File: config.mk
export PLATFORM = sky130hd
export DESIGN_NAME = retire_sequencer_flat
export DESIGN_NICKNAME = d
export VERILOG_FILES = /design/src/rtl/retire_sequencer_if.sv /design/src/rtl/retire_sequencer.sv /design/src/flat_wrapper.sv
export SDC_FILE = /design/constraint.sdc
export NUM_CORES = 1
export LEC_CHECK = 0
export CAP_MARGIN = 20
export CORE_ASPECT_RATIO = 0.9
export CORE_UTILIZATION = 27
export CTS_BUF_LIST = sky130_fd_sc_hd__clkbuf_2
export CTS_CLUSTER_SIZE = 28
export DETAILED_ROUTE_END_ITERATION = 7
export PLACE_DENSITY = 0.79
export SETUP_SLACK_MARGIN = 0.5
export SLEW_MARGIN = 5
export SYNTH_ARGS = -nofsm -noshare
export SYNTH_HDL_FRONTEND = slang
export SYNTH_SLANG_ARGS = --single-unit
File: constraint.sdc
create_clock -name CLK -period 1.8 [get_ports CLK]
set_input_delay 0.36 -clock CLK [delete_from_list [all_inputs] [get_ports CLK]]
set_output_delay 0.36 -clock CLK [all_outputs]
set_load 0.005 [all_outputs]
File: src/rtl/retire_sequencer_if.sv
// Retire sequencer bus: ROB head, RRAT ports, free list, recovery.
// master = retire_sequencer, slave = surrounding pipeline.
interface retire_sequencer_if #(
  parameter int NUM_PHYS_REGS = 64,
  parameter int NUM_ARCH_REGS = 35
);
  localparam int LOG_PHYS = $clog2(NUM_PHYS_REGS);
  localparam int LOG_ARCH = $clog2(NUM_ARCH_REGS);

  logic                Head_valid_IN;
  logic                Head_done_IN;
  logic                Head_exception_IN;
  logic                Head_has_dest_IN;
  logic [LOG_ARCH-1:0] Head_arch_IN;
  logic [LOG_PHYS-1:0] Head_phys_IN;
  logic [LOG_PHYS-1:0] Head_old_phys_IN;
  logic                Retire_OUT;
  logic                RRAT_write_OUT;
  logic [LOG_ARCH-1:0] RRAT_arch_OUT;
  logic [LOG_PHYS-1:0] RRAT_phys_OUT;
  logic [LOG_ARCH-1:0] RRAT_rd_arch_OUT;
  logic [LOG_PHYS-1:0] RRAT_rd_phys_IN;
  logic                Free_valid_OUT;
  logic [LOG_PHYS-1:0] Free_phys_OUT;
  logic                Free_ready_IN;
  logic                Flush_OUT;
  logic                Recover_write_OUT;
  logic [LOG_ARCH-1:0] Recover_arch_OUT;
  logic [LOG_PHYS-1:0] Recover_phys_OUT;
  logic                Busy_OUT;
  logic [31:0]         Retired_cnt_OUT;
  logic [31:0]         Flush_cnt_OUT;

  modport master (
    input  Head_valid_IN, Head_done_IN, Head_exception_IN,
    input  Head_has_dest_IN, Head_arch_IN, Head_phys_IN,
    input  Head_old_phys_IN, RRAT_rd_phys_IN, Free_ready_IN,
    output Retire_OUT, RRAT_write_OUT, RRAT_arch_OUT,
    output RRAT_phys_OUT, RRAT_rd_arch_OUT, Free_valid_OUT,
    output Free_phys_OUT, Flush_OUT, Recover_write_OUT,
    output Recover_arch_OUT, Recover_phys_OUT, Busy_OUT,
    output Retired_cnt_OUT, Flush_cnt_OUT
  );

  modport slave (
    output Head_valid_IN, Head_done_IN, Head_exception_IN,
    output Head_has_dest_IN, Head_arch_IN, Head_phys_IN,
    output Head_old_phys_IN, RRAT_rd_phys_IN, Free_ready_IN,
    input  Retire_OUT, RRAT_write_OUT, RRAT_arch_OUT,
    input  RRAT_phys_OUT, RRAT_rd_arch_OUT, Free_valid_OUT,
    input  Free_phys_OUT, Flush_OUT, Recover_write_OUT,
    input  Recover_arch_OUT, Recover_phys_OUT, Busy_OUT,
    input  Retired_cnt_OUT, Flush_cnt_OUT
  );
endinterface

File: src/rtl/retire_sequencer.sv
// In-order retire into the RRAT, free-list return, flush + RAT recovery.
// Optional perf counters enabled by macro RETIRE_PERF_CNT_EN.
module retire_sequencer #(
  parameter int NUM_PHYS_REGS = 64,
  parameter int NUM_ARCH_REGS = 35
) (
  input logic CLK,
  input logic RESET,
  retire_sequencer_if.master bus
);
  localparam int LOG_PHYS = $clog2(NUM_PHYS_REGS);
  localparam int LOG_ARCH = $clog2(NUM_ARCH_REGS);
  localparam logic [LOG_ARCH-1:0] LAST =
    LOG_ARCH'(NUM_ARCH_REGS - 1);

  typedef enum logic [1:0] {
    RUN     = 2'd0,
    FLUSH   = 2'd1,
    RECOVER = 2'd2
  } state_t;

  state_t              state_q, state_d;
  logic [LOG_ARCH-1:0] rc_q, rc_d;
  logic                flush_q;
  logic                busy_q;
  logic                rec_q;

  logic run;
  logic head_ok;
  logic exc;
  logic go;

  assign run     = (state_q == RUN) & ~RESET;
  assign head_ok = bus.Head_valid_IN & bus.Head_done_IN;
  assign exc     = run & head_ok & bus.Head_exception_IN;
  assign go      = run & head_ok & ~bus.Head_exception_IN
                 & (~bus.Head_has_dest_IN | bus.Free_ready_IN);

  // Next-state and recovery-index logic
  always_comb begin
    state_d = state_q;
    rc_d    = rc_q;
    unique case (state_q)
      RUN: begin
        if (exc) state_d = FLUSH;
      end
      FLUSH: begin
        rc_d    = '0;
        state_d = RECOVER;
      end
      RECOVER: begin
        if (rc_q == LAST) begin
          rc_d    = '0;
          state_d = RUN;
        end else begin
          rc_d = rc_q + 1'b1;
        end
      end
      default: begin
        rc_d    = '0;
        state_d = RUN;
      end
    endcase
  end

  // FSM state, recovery index and state-decoded output flags
  always_ff @(posedge CLK) begin
    if (RESET) begin
      state_q <= RUN;
      rc_q    <= '0;
      flush_q <= 1'b0;
      busy_q  <= 1'b0;
      rec_q   <= 1'b0;
    end else begin
      state_q <= state_d;
      rc_q    <= rc_d;
      flush_q <= (state_d == FLUSH);
      busy_q  <= (state_d != RUN);
      rec_q   <= (state_d == RECOVER);
    end
  end

  assign bus.Retire_OUT     = go;
  assign bus.RRAT_write_OUT = go & bus.Head_has_dest_IN;
  assign bus.Free_valid_OUT = go & bus.Head_has_dest_IN;
  assign bus.RRAT_arch_OUT  =
    go ? bus.Head_arch_IN : '0;
  assign bus.RRAT_phys_OUT  =
    go ? bus.Head_phys_IN : '0;
  assign bus.Free_phys_OUT  =
    go ? bus.Head_old_phys_IN : '0;

  logic rec_on;
  assign rec_on = rec_q & ~RESET;

  assign bus.Flush_OUT         = flush_q & ~RESET;
  assign bus.Busy_OUT          = busy_q & ~RESET;
  assign bus.Recover_write_OUT = rec_on;
  assign bus.RRAT_rd_arch_OUT  = rec_on ? rc_q : '0;
  assign bus.Recover_arch_OUT  = rec_on ? rc_q : '0;
  assign bus.Recover_phys_OUT  =
    rec_on ? bus.RRAT_rd_phys_IN : '0;

`ifdef RETIRE_PERF_CNT_EN
  logic [31:0] ret_cnt_q;
  logic [31:0] fl_cnt_q;

  // Retire and flush event counters, wrapping
  always_ff @(posedge CLK) begin
    if (RESET) begin
      ret_cnt_q <= '0;
      fl_cnt_q  <= '0;
    end else begin
      if (bus.Retire_OUT) ret_cnt_q <= ret_cnt_q + 32'd1;
      if (bus.Flush_OUT)  fl_cnt_q  <= fl_cnt_q + 32'd1;
    end
  end

  assign bus.Retired_cnt_OUT = RESET ? 32'd0 : ret_cnt_q;
  assign bus.Flush_cnt_OUT   = RESET ? 32'd0 : fl_cnt_q;
`else
  assign bus.Retired_cnt_OUT = 32'd0;
  assign bus.Flush_cnt_OUT   = 32'd0;
`endif

endmodule
File: src/flat_wrapper.sv
// flat-port wrapper written by rule: the top's interface ports become plain ports
module retire_sequencer_flat 
#(
  parameter int NUM_PHYS_REGS = 64,
  parameter int NUM_ARCH_REGS = 35
)
  (CLK, RESET, bus_Head_valid_IN, bus_Head_done_IN, bus_Head_exception_IN, bus_Head_has_dest_IN, bus_Head_arch_IN, bus_Head_phys_IN, bus_Head_old_phys_IN, bus_RRAT_rd_phys_IN, bus_Free_ready_IN, bus_Retire_OUT, bus_RRAT_write_OUT, bus_RRAT_arch_OUT, bus_RRAT_phys_OUT, bus_RRAT_rd_arch_OUT, bus_Free_valid_OUT, bus_Free_phys_OUT, bus_Flush_OUT, bus_Recover_write_OUT, bus_Recover_arch_OUT, bus_Recover_phys_OUT, bus_Busy_OUT, bus_Retired_cnt_OUT, bus_Flush_cnt_OUT);
  retire_sequencer_if #(.NUM_PHYS_REGS(NUM_PHYS_REGS), .NUM_ARCH_REGS(NUM_ARCH_REGS)) bus_i ();
  input logic CLK;
  input logic RESET;
  input wire logic [$bits(bus_i.Head_valid_IN)-1:0] bus_Head_valid_IN;
  input wire logic [$bits(bus_i.Head_done_IN)-1:0] bus_Head_done_IN;
  input wire logic [$bits(bus_i.Head_exception_IN)-1:0] bus_Head_exception_IN;
  input wire logic [$bits(bus_i.Head_has_dest_IN)-1:0] bus_Head_has_dest_IN;
  input wire logic [$bits(bus_i.Head_arch_IN)-1:0] bus_Head_arch_IN;
  input wire logic [$bits(bus_i.Head_phys_IN)-1:0] bus_Head_phys_IN;
  input wire logic [$bits(bus_i.Head_old_phys_IN)-1:0] bus_Head_old_phys_IN;
  input wire logic [$bits(bus_i.RRAT_rd_phys_IN)-1:0] bus_RRAT_rd_phys_IN;
  input wire logic [$bits(bus_i.Free_ready_IN)-1:0] bus_Free_ready_IN;
  output wire logic [$bits(bus_i.Retire_OUT)-1:0] bus_Retire_OUT;
  output wire logic [$bits(bus_i.RRAT_write_OUT)-1:0] bus_RRAT_write_OUT;
  output wire logic [$bits(bus_i.RRAT_arch_OUT)-1:0] bus_RRAT_arch_OUT;
  output wire logic [$bits(bus_i.RRAT_phys_OUT)-1:0] bus_RRAT_phys_OUT;
  output wire logic [$bits(bus_i.RRAT_rd_arch_OUT)-1:0] bus_RRAT_rd_arch_OUT;
  output wire logic [$bits(bus_i.Free_valid_OUT)-1:0] bus_Free_valid_OUT;
  output wire logic [$bits(bus_i.Free_phys_OUT)-1:0] bus_Free_phys_OUT;
  output wire logic [$bits(bus_i.Flush_OUT)-1:0] bus_Flush_OUT;
  output wire logic [$bits(bus_i.Recover_write_OUT)-1:0] bus_Recover_write_OUT;
  output wire logic [$bits(bus_i.Recover_arch_OUT)-1:0] bus_Recover_arch_OUT;
  output wire logic [$bits(bus_i.Recover_phys_OUT)-1:0] bus_Recover_phys_OUT;
  output wire logic [$bits(bus_i.Busy_OUT)-1:0] bus_Busy_OUT;
  output wire logic [$bits(bus_i.Retired_cnt_OUT)-1:0] bus_Retired_cnt_OUT;
  output wire logic [$bits(bus_i.Flush_cnt_OUT)-1:0] bus_Flush_cnt_OUT;
  assign bus_i.Head_valid_IN = bus_Head_valid_IN;
  assign bus_i.Head_done_IN = bus_Head_done_IN;
  assign bus_i.Head_exception_IN = bus_Head_exception_IN;
  assign bus_i.Head_has_dest_IN = bus_Head_has_dest_IN;
  assign bus_i.Head_arch_IN = bus_Head_arch_IN;
  assign bus_i.Head_phys_IN = bus_Head_phys_IN;
  assign bus_i.Head_old_phys_IN = bus_Head_old_phys_IN;
  assign bus_i.RRAT_rd_phys_IN = bus_RRAT_rd_phys_IN;
  assign bus_i.Free_ready_IN = bus_Free_ready_IN;
  assign bus_Retire_OUT = bus_i.Retire_OUT;
  assign bus_RRAT_write_OUT = bus_i.RRAT_write_OUT;
  assign bus_RRAT_arch_OUT = bus_i.RRAT_arch_OUT;
  assign bus_RRAT_phys_OUT = bus_i.RRAT_phys_OUT;
  assign bus_RRAT_rd_arch_OUT = bus_i.RRAT_rd_arch_OUT;
  assign bus_Free_valid_OUT = bus_i.Free_valid_OUT;
  assign bus_Free_phys_OUT = bus_i.Free_phys_OUT;
  assign bus_Flush_OUT = bus_i.Flush_OUT;
  assign bus_Recover_write_OUT = bus_i.Recover_write_OUT;
  assign bus_Recover_arch_OUT = bus_i.Recover_arch_OUT;
  assign bus_Recover_phys_OUT = bus_i.Recover_phys_OUT;
  assign bus_Busy_OUT = bus_i.Busy_OUT;
  assign bus_Retired_cnt_OUT = bus_i.Retired_cnt_OUT;
  assign bus_Flush_cnt_OUT = bus_i.Flush_cnt_OUT;
  retire_sequencer #(.NUM_PHYS_REGS(NUM_PHYS_REGS), .NUM_ARCH_REGS(NUM_ARCH_REGS)) u_core (.CLK(CLK), .RESET(RESET), .bus(bus_i));
endmodule
==> impl_metrics.env, run 1 <==
export IMPL_multi_input_area_um2=891
export IMPL_leakagePower_nw=1.25
export IMPL_power_internal_uw=451
export IMPL_layout_min_cycle_time_ns=2.22
export IMPL_synthTopCellsByArea="buf_4, dfxtp_1, and2_1, and2_2, buf_6"
export IMPL_cts_root_buffer="clkbuf_2"
export IMPL_cts_tree="yes"
export IMPL_grt_pass1_vias=1153
export IMPL_die_x_um=76.1
export IMPL_boundaryPins=137
export IMPL_yosys_warnings=0
export IMPL_firstDrtPassIters=4
export IMPL_max_cap_violations=0
export IMPL_worstSkewPairLatency_ns=0.28
export IMPL_combPwrFrac_pct=38.7
export IMPL_crit_type="reg -> out"
export IMPL_ys_types=34
export IMPL_syn_to_final_growth_pct=88.4
export IMPL_swShare_pct=30.7
export IMPL_seq_power_share_pct=38.6
export IMPL_final_common_cell="buf_6"
export IMPL_grt_setup_unrepaired="true"
export IMPL_start_util_pct=29.0
export IMPL_drc_errors=0
export IMPL_crit_fanout=4
export IMPL_fin_util_pct=54.6
export IMPL_p_clk_share_pct=22.7
export IMPL_htreeDepth=1
export IMPL_crit_path_end_kind="output pin"
export IMPL_gr_usage_all_layers_pct=13.9
export IMPL_grtUsageMet2_pct=27.0
export IMPL_drive_above_1_share_pct=52.5
export IMPL_critical_path_required_ns=1.44
export IMPL_die_area_um2=5230
export IMPL_cts_sinks=11
export IMPL_finalSetupTns_ns=-7.42
export IMPL_grt_pass1_wl_um=5690
export IMPL_nNetsFinal=314
export IMPL_postCtsHoldBufs=0
export IMPL_whs_ns=0.537
export IMPL_globalplace_congestion=0.748
export IMPL_avgSynthCellArea_um2=8.08
export IMPL_min_delay_path_class="reg -> reg"
export IMPL_cts_buffer_depth=2
export IMPL_grt_max_degree=13
export IMPL_slew_viol_final=0
export IMPL_synth_top_area_cell="buf_4"
export IMPL_final_cell_mix="buf_6, conb_1, and2_4"
export IMPL_crit_arrival_ns=1.86
export IMPL_grt_antenna_before_repair=0
export IMPL_startpoint_type="register"
export IMPL_timing_final_crit_share_pct=123
export IMPL_p_per_area_nw_per_um2=259
export IMPL_fillerInstances=367
export IMPL_core_area_um2=4600
export IMPL_yosys_register_bits=11
export IMPL_finalHoldViolCount=0
export IMPL_core_rowCount=23
export IMPL_max_freq_mhz=451
export IMPL_violations="setup timing"
export IMPL_clkTransAtPathRegs_ns=0.14
export IMPL_switching_power_uw=200
export IMPL_worst_slack_ns=-0.420
export IMPL_n_antenna_cell=0
export IMPL_dp_hpwl_um=2310
export IMPL_gr_total_overflow=0
export IMPL_dieHeight_um=68.7
export IMPL_cts_made_buffers=3
export IMPL_synth_edf_count=0
export IMPL_synth_top_area_share_pct=40.0
export IMPL_place_port_buffers=72
export IMPL_synthCells=165
export IMPL_hold_path_depth=2
export IMPL_yosysSeqAreaShare_pct=16.5
export IMPL_skew_ns=0.0145
export IMPL_status="complete, but fails checks"
export IMPL_vias=1297
export IMPL_worstRegToRegCells=14
export IMPL_synthFlopType="dfxtp_1"
export IMPL_synthArstFlopShare_pct=0
export IMPL_globalRouteMet1Util_pct=15.0
export IMPL_routed_wl_um=4070
export IMPL_vias_per_cell=3.79
export IMPL_regArea_um2=233
export IMPL_ant_nets=0
export IMPL_grt_busiest_layer="met2"
export IMPL_setup_viol=24
export IMPL_drt_wirelength_per_cell_um=11.9
export IMPL_peakVddDrop_v=0.000123
export IMPL_grt_use_met3_pct=2.50
export IMPL_synth_area_um2=1330
export IMPL_drtIter0Drc=82
[power by group through the flow]
stage / clock network, mW / registers [mW] / logic [mW]
6_report: 0.148 / 0.251 / 0.252
5_1_grt: 0.163 / 0.252 / 0.272
4_1_cts: 0.153 / 0.250 / 0.220
3_5_place_dp: 0 / 0.258 / 0.164
3_3_place_gp: 0 / 0.258 / 0.162
2_1_floorplan: 0 / 0.257 / 0.170
[critical path, cell delays in order (launching register included)]
cell and delay, ns:
dfxtp_2 0.36, nand3b_1 0.22, a2111oi_4 0.40, buf_4 0.21, buf_6 0.10, buf_6 0.08
and2_4 0.12, buf_6 0.09
[per-layer routing]
metal  share of wire, %  vias up
met1                 37      606
met5                  0        -
met3                5.1        8
met2                 55       62
met4                2.1        0
li1                   -      621
[registers in the layout (all words and copies together) (netlist names)]
signal          cells
u_core.state_q      2
u_core.rc_q         6
u_core.busy_q       1
u_core.flush_q      1
u_core.rec_q        1
[through the flow]
step / cell area (um2) / power, mW / setup WS [ns] / cells
5_1_grt: 2510 / 0.687 / -0.512 / 342
3_3_place_gp: 1900 / 0.419 / -0.678 / 294
3_5_place_dp: 1900 / 0.421 / -0.757 / 294
2_1_floorplan: 1640 / 0.427 / 0.110 / 228
4_1_cts: 2340 / 0.623 / -0.393 / 335
6_report: 2510 / 0.651 / -0.420 / 342
[worst paths after layout]
check | startpoint | end | slack, ns
setup / recovery | u_core.state_q[1] | bus_Free_phys_OUT[2] | -0.42
hold / removal | u_core.rc_q[1] | u_core.rc_q[1] | 0.54
setup reg to reg | u_core.state_q[1] | u_core.busy_q | -0.27
hold reg to reg | u_core.rc_q[1] | u_core.rc_q[1] | 0.54
[Yosys cell counts, types with 2 or more instances]
master,number
and2_2,9
nor3b_1,2
nand2b_1,3
and2b_2,3
ha_1,2
or2_2,2
nand2_1,2
buf_6,3
clkbuf_1,2
dfxtp_1,11
a21oi_1,3
o21ai_0,2
nor3_1,2
buf_4,71
nor2_1,2
inv_1,5
and2_1,22
nand4_1,3
[kinds of logic after synthesis]
logic type | Yosys count | share of synthesized area [%]
flip-flops | 11 | 16.5
buffers and inverters | 81 | 44.5
adder cells (fa/ha/maj) | 2 | 1.88
AO/OA/AOI/OAI | 10 | 6.47
AND/OR/NAND/NOR | 57 | 28.3
XOR/XNOR | 2 | 1.31
other | 1 | 0.281
multiplexers | 1 | 0.750
[timing repair]
item	CTS	global route
cloned	2	0
endpoints found under the setup margin	46	48
setup buffers	35	7
gates resized for setup	252	30
pin swaps	21	7
[final cells by class]
type,instances,area share [%]
Clock buffer,3,0.598
Timing Repair Buffer,123,50.5
Tap cell,62,3.09
Clock inverter,1,0.199
Multi-Input combinational cell,137,35.5
Sequential cell,11,9.26
Inverter,5,0.847
Note: power is estimated with default switching activity, not from simulation.
==> run 2: changes to the inputs <==
Settings changed: HOLD_SLACK_MARGIN from default to 0.12, SKIP_CTS_REPAIR_TIMING from default to 1, SLEW_MARGIN 5 to default.
==> run 2 against run 1 <==
Net effect:
- the run still ends with setup timing left
- die area did not move
- non-clock buffer count fell by 29
- sequential share of layout area rose by 1.8 points
- routed wire length fell by 21%
- design area fell by 17%
- register-to-register slack improved by 0.63 ns
- largest power group is now sequential cells
- highest routed layer unchanged
==> impl_metrics.env, run 2 (synthesis gave the netlist of run 1 again) <==
export IMPL_cts_root_buffer="clkbuf_2"
export IMPL_r2r_end="u_core.rc_q[5]"
export IMPL_final_cell_mix="conb_1, buf_6, clkdlybuf4s50_1"
export IMPL_cts_made_buffers=3
export IMPL_worst_slack_ns=-0.364
export IMPL_p_per_area_nw_per_um2=281
export IMPL_whs_ns=0.522
export IMPL_regMostFlops="u_core.rc_q"
export IMPL_pre_cts_slack_ns=-0.757
export IMPL_max_freq_mhz=462
export IMPL_status="complete, but fails checks"
export IMPL_critical_path_required_ns=1.44
export IMPL_crit_arrival_ns=1.80
export IMPL_crit_chain="clkdlybuf4s50_1, nand3b_1, a2111oi_4, buf_4, buf_6, buf_4, and2_4, buf_6"
export IMPL_cts_buffer_depth=2
export IMPL_worst_path_stages=8
export IMPL_n_antenna_cell=0
export IMPL_routed_wl_um=3210
export IMPL_violations="setup timing"
export IMPL_drt_wirelength_per_cell_um=10.3
export IMPL_leakagePower_nw=1.05
export IMPL_drc_errors=0
export IMPL_vias_per_cell=3.65
export IMPL_skew_ns=0.0117
export IMPL_critPathMaxStageDelay_ns=0.45
export IMPL_startpoint_type="input pin"
export IMPL_core_rowCount=23
export IMPL_start_util_pct=29.0
export IMPL_die_x_um=76.1
export IMPL_clkTransAtPathRegs_ns=0.13
export IMPL_grt_setup_unrepaired="true"
export IMPL_crit_family="buffers and inverters"
export IMPL_firstDrtPassIters=4
export IMPL_syn_to_final_growth_pct=57.2
export IMPL_finalHoldViolCount=0
export IMPL_startpoint="bus_Head_done_IN"
export IMPL_max_cap_violations=0
export IMPL_dp_cells=294
export IMPL_fin_util_pct=45.5
export IMPL_crit_path_end_kind="output pin"
export IMPL_r2r_start="u_core.state_q[0]"
export IMPL_dp_hpwl_um=2310
export IMPL_worstSetupEndpoint="bus_RRAT_arch_OUT[3]"
export IMPL_place_port_buffers=72
export IMPL_top_layer="met4"
export IMPL_drtIter0Drc=69
export IMPL_crit_fanout=5
export IMPL_cts_tree="yes"
export IMPL_grt_antenna_before_repair=0
export IMPL_drive_above_1_share_pct=46.2
export IMPL_htreeDepth=1
export IMPL_grt_max_degree=15
export IMPL_nNetsFinal=285
export IMPL_rrSetupSlack_ns=0.36
export IMPL_setup_viol=21
export IMPL_fillerInstances=435
export IMPL_min_delay_path_class="in -> reg"
export IMPL_final_cells=313
export IMPL_crit_type="in -> out"
export IMPL_worstSkewPairLatency_ns=0.28
export IMPL_largest_reg_flops=6
export IMPL_globalplace_congestion=0.748
export IMPL_wl_met2_um=1770
export IMPL_boundaryPins=137
export IMPL_final_cell_area_um2=2100
export IMPL_cpMaxStageDelayCell="clkdlybuf4s50_1"
export IMPL_grt_pass1_wl_um=4200
export IMPL_gr_usage_all_layers_pct=10.1
export IMPL_ant_nets=0
export IMPL_grt_pass1_vias=827
export IMPL_worstRegToRegCells=4
export IMPL_dpl_cell_area_um2=1900
export IMPL_peakVddDrop_v=0.000148
export IMPL_final_common_cell="conb_1"
export IMPL_cp_num_buf_inv=5
export IMPL_cts_sinks=11
export IMPL_slew_viol_final=0
export IMPL_reg_largest_list="u_core.rc_q: 6 flops, u_core.state_q: 2 flops"
export IMPL_vias=1144
export IMPL_die_area_um2=5230
export IMPL_gr_total_overflow=0
export IMPL_met1_length_um=1170
export IMPL_timing_final_crit_share_pct=120
export IMPL_route_met3_wl_um=221
export IMPL_core_area_um2=4600
export IMPL_layout_min_cycle_time_ns=2.16
export IMPL_dieHeight_um=68.7
## run 2: cell types whose count changed in the layout (fill, tap and decap cells not counted), moves of 2 or more
cell	delta
clkbuf_2	+15
dlygate4sd2_1	-4
buf_2	-2
nor3_1	+2
buf_4	-4
clkdlybuf4s50_1	+3
buf_6	-37
## run 2: how the worst min path moves through the flow
stage                   start              to  slack (ns)  depth (start not counted)
6_report                RESET  u_core.rc_q[4]        0.52                          4
5_1_grt                 RESET  u_core.rc_q[4]        0.52                          4
4_1_cts        u_core.rc_q[5]  u_core.rc_q[5]        0.52                          2
3_5_place_dp   u_core.rc_q[5]  u_core.rc_q[5]        0.50                          2
3_3_place_gp   u_core.rc_q[5]  u_core.rc_q[5]        0.50                          2
2_1_floorplan  u_core.rc_q[5]  u_core.rc_q[5]        0.47                          2
## run 2: power by group
group,internal [mW],total [mW],switching [mW]
clock,0.0502,0.147,0.0971
combinational,0.113,0.192,0.0785
sequential,0.247,0.251,0.00397
## run 2: worst min-delay path, cell delays in order
cell and delay (ns):
buf_6 0.07, or2_4 0.13, buf_4 0.16, nor2_1 0.06
## run 2: routing by layer
layer  global-route usage, %  vias up
li1                        -      566
met1                    11.8      512
met2                    18.4       62
met3                    1.58        4
met4                    5.05        0
met5                       0        -
## run 2: final cells by class
type | count | area (um2) | share of cell area [%]
inverters | 5 | 21.3 | 1.01
clock inverters | 1 | 5.00 | 0.239
repair buffers | 94 | 881 | 42.0
well taps | 62 | 77.6 | 3.70
flip-flops and latches | 11 | 233 | 11.1
multi-input cells | 137 | 865 | 41.2
clock buffers | 3 | 15.0 | 0.716
## run 2: stage by stage
stage / setup TNS [ns] / power, mW
detailed placement: -24.45 / 0.421
CTS: -24.75 / 0.569
global route: -7.82 / 0.630
finish: -6.43 / 0.590
global placement: -23.21 / 0.419
floorplan: 0 / 0.427
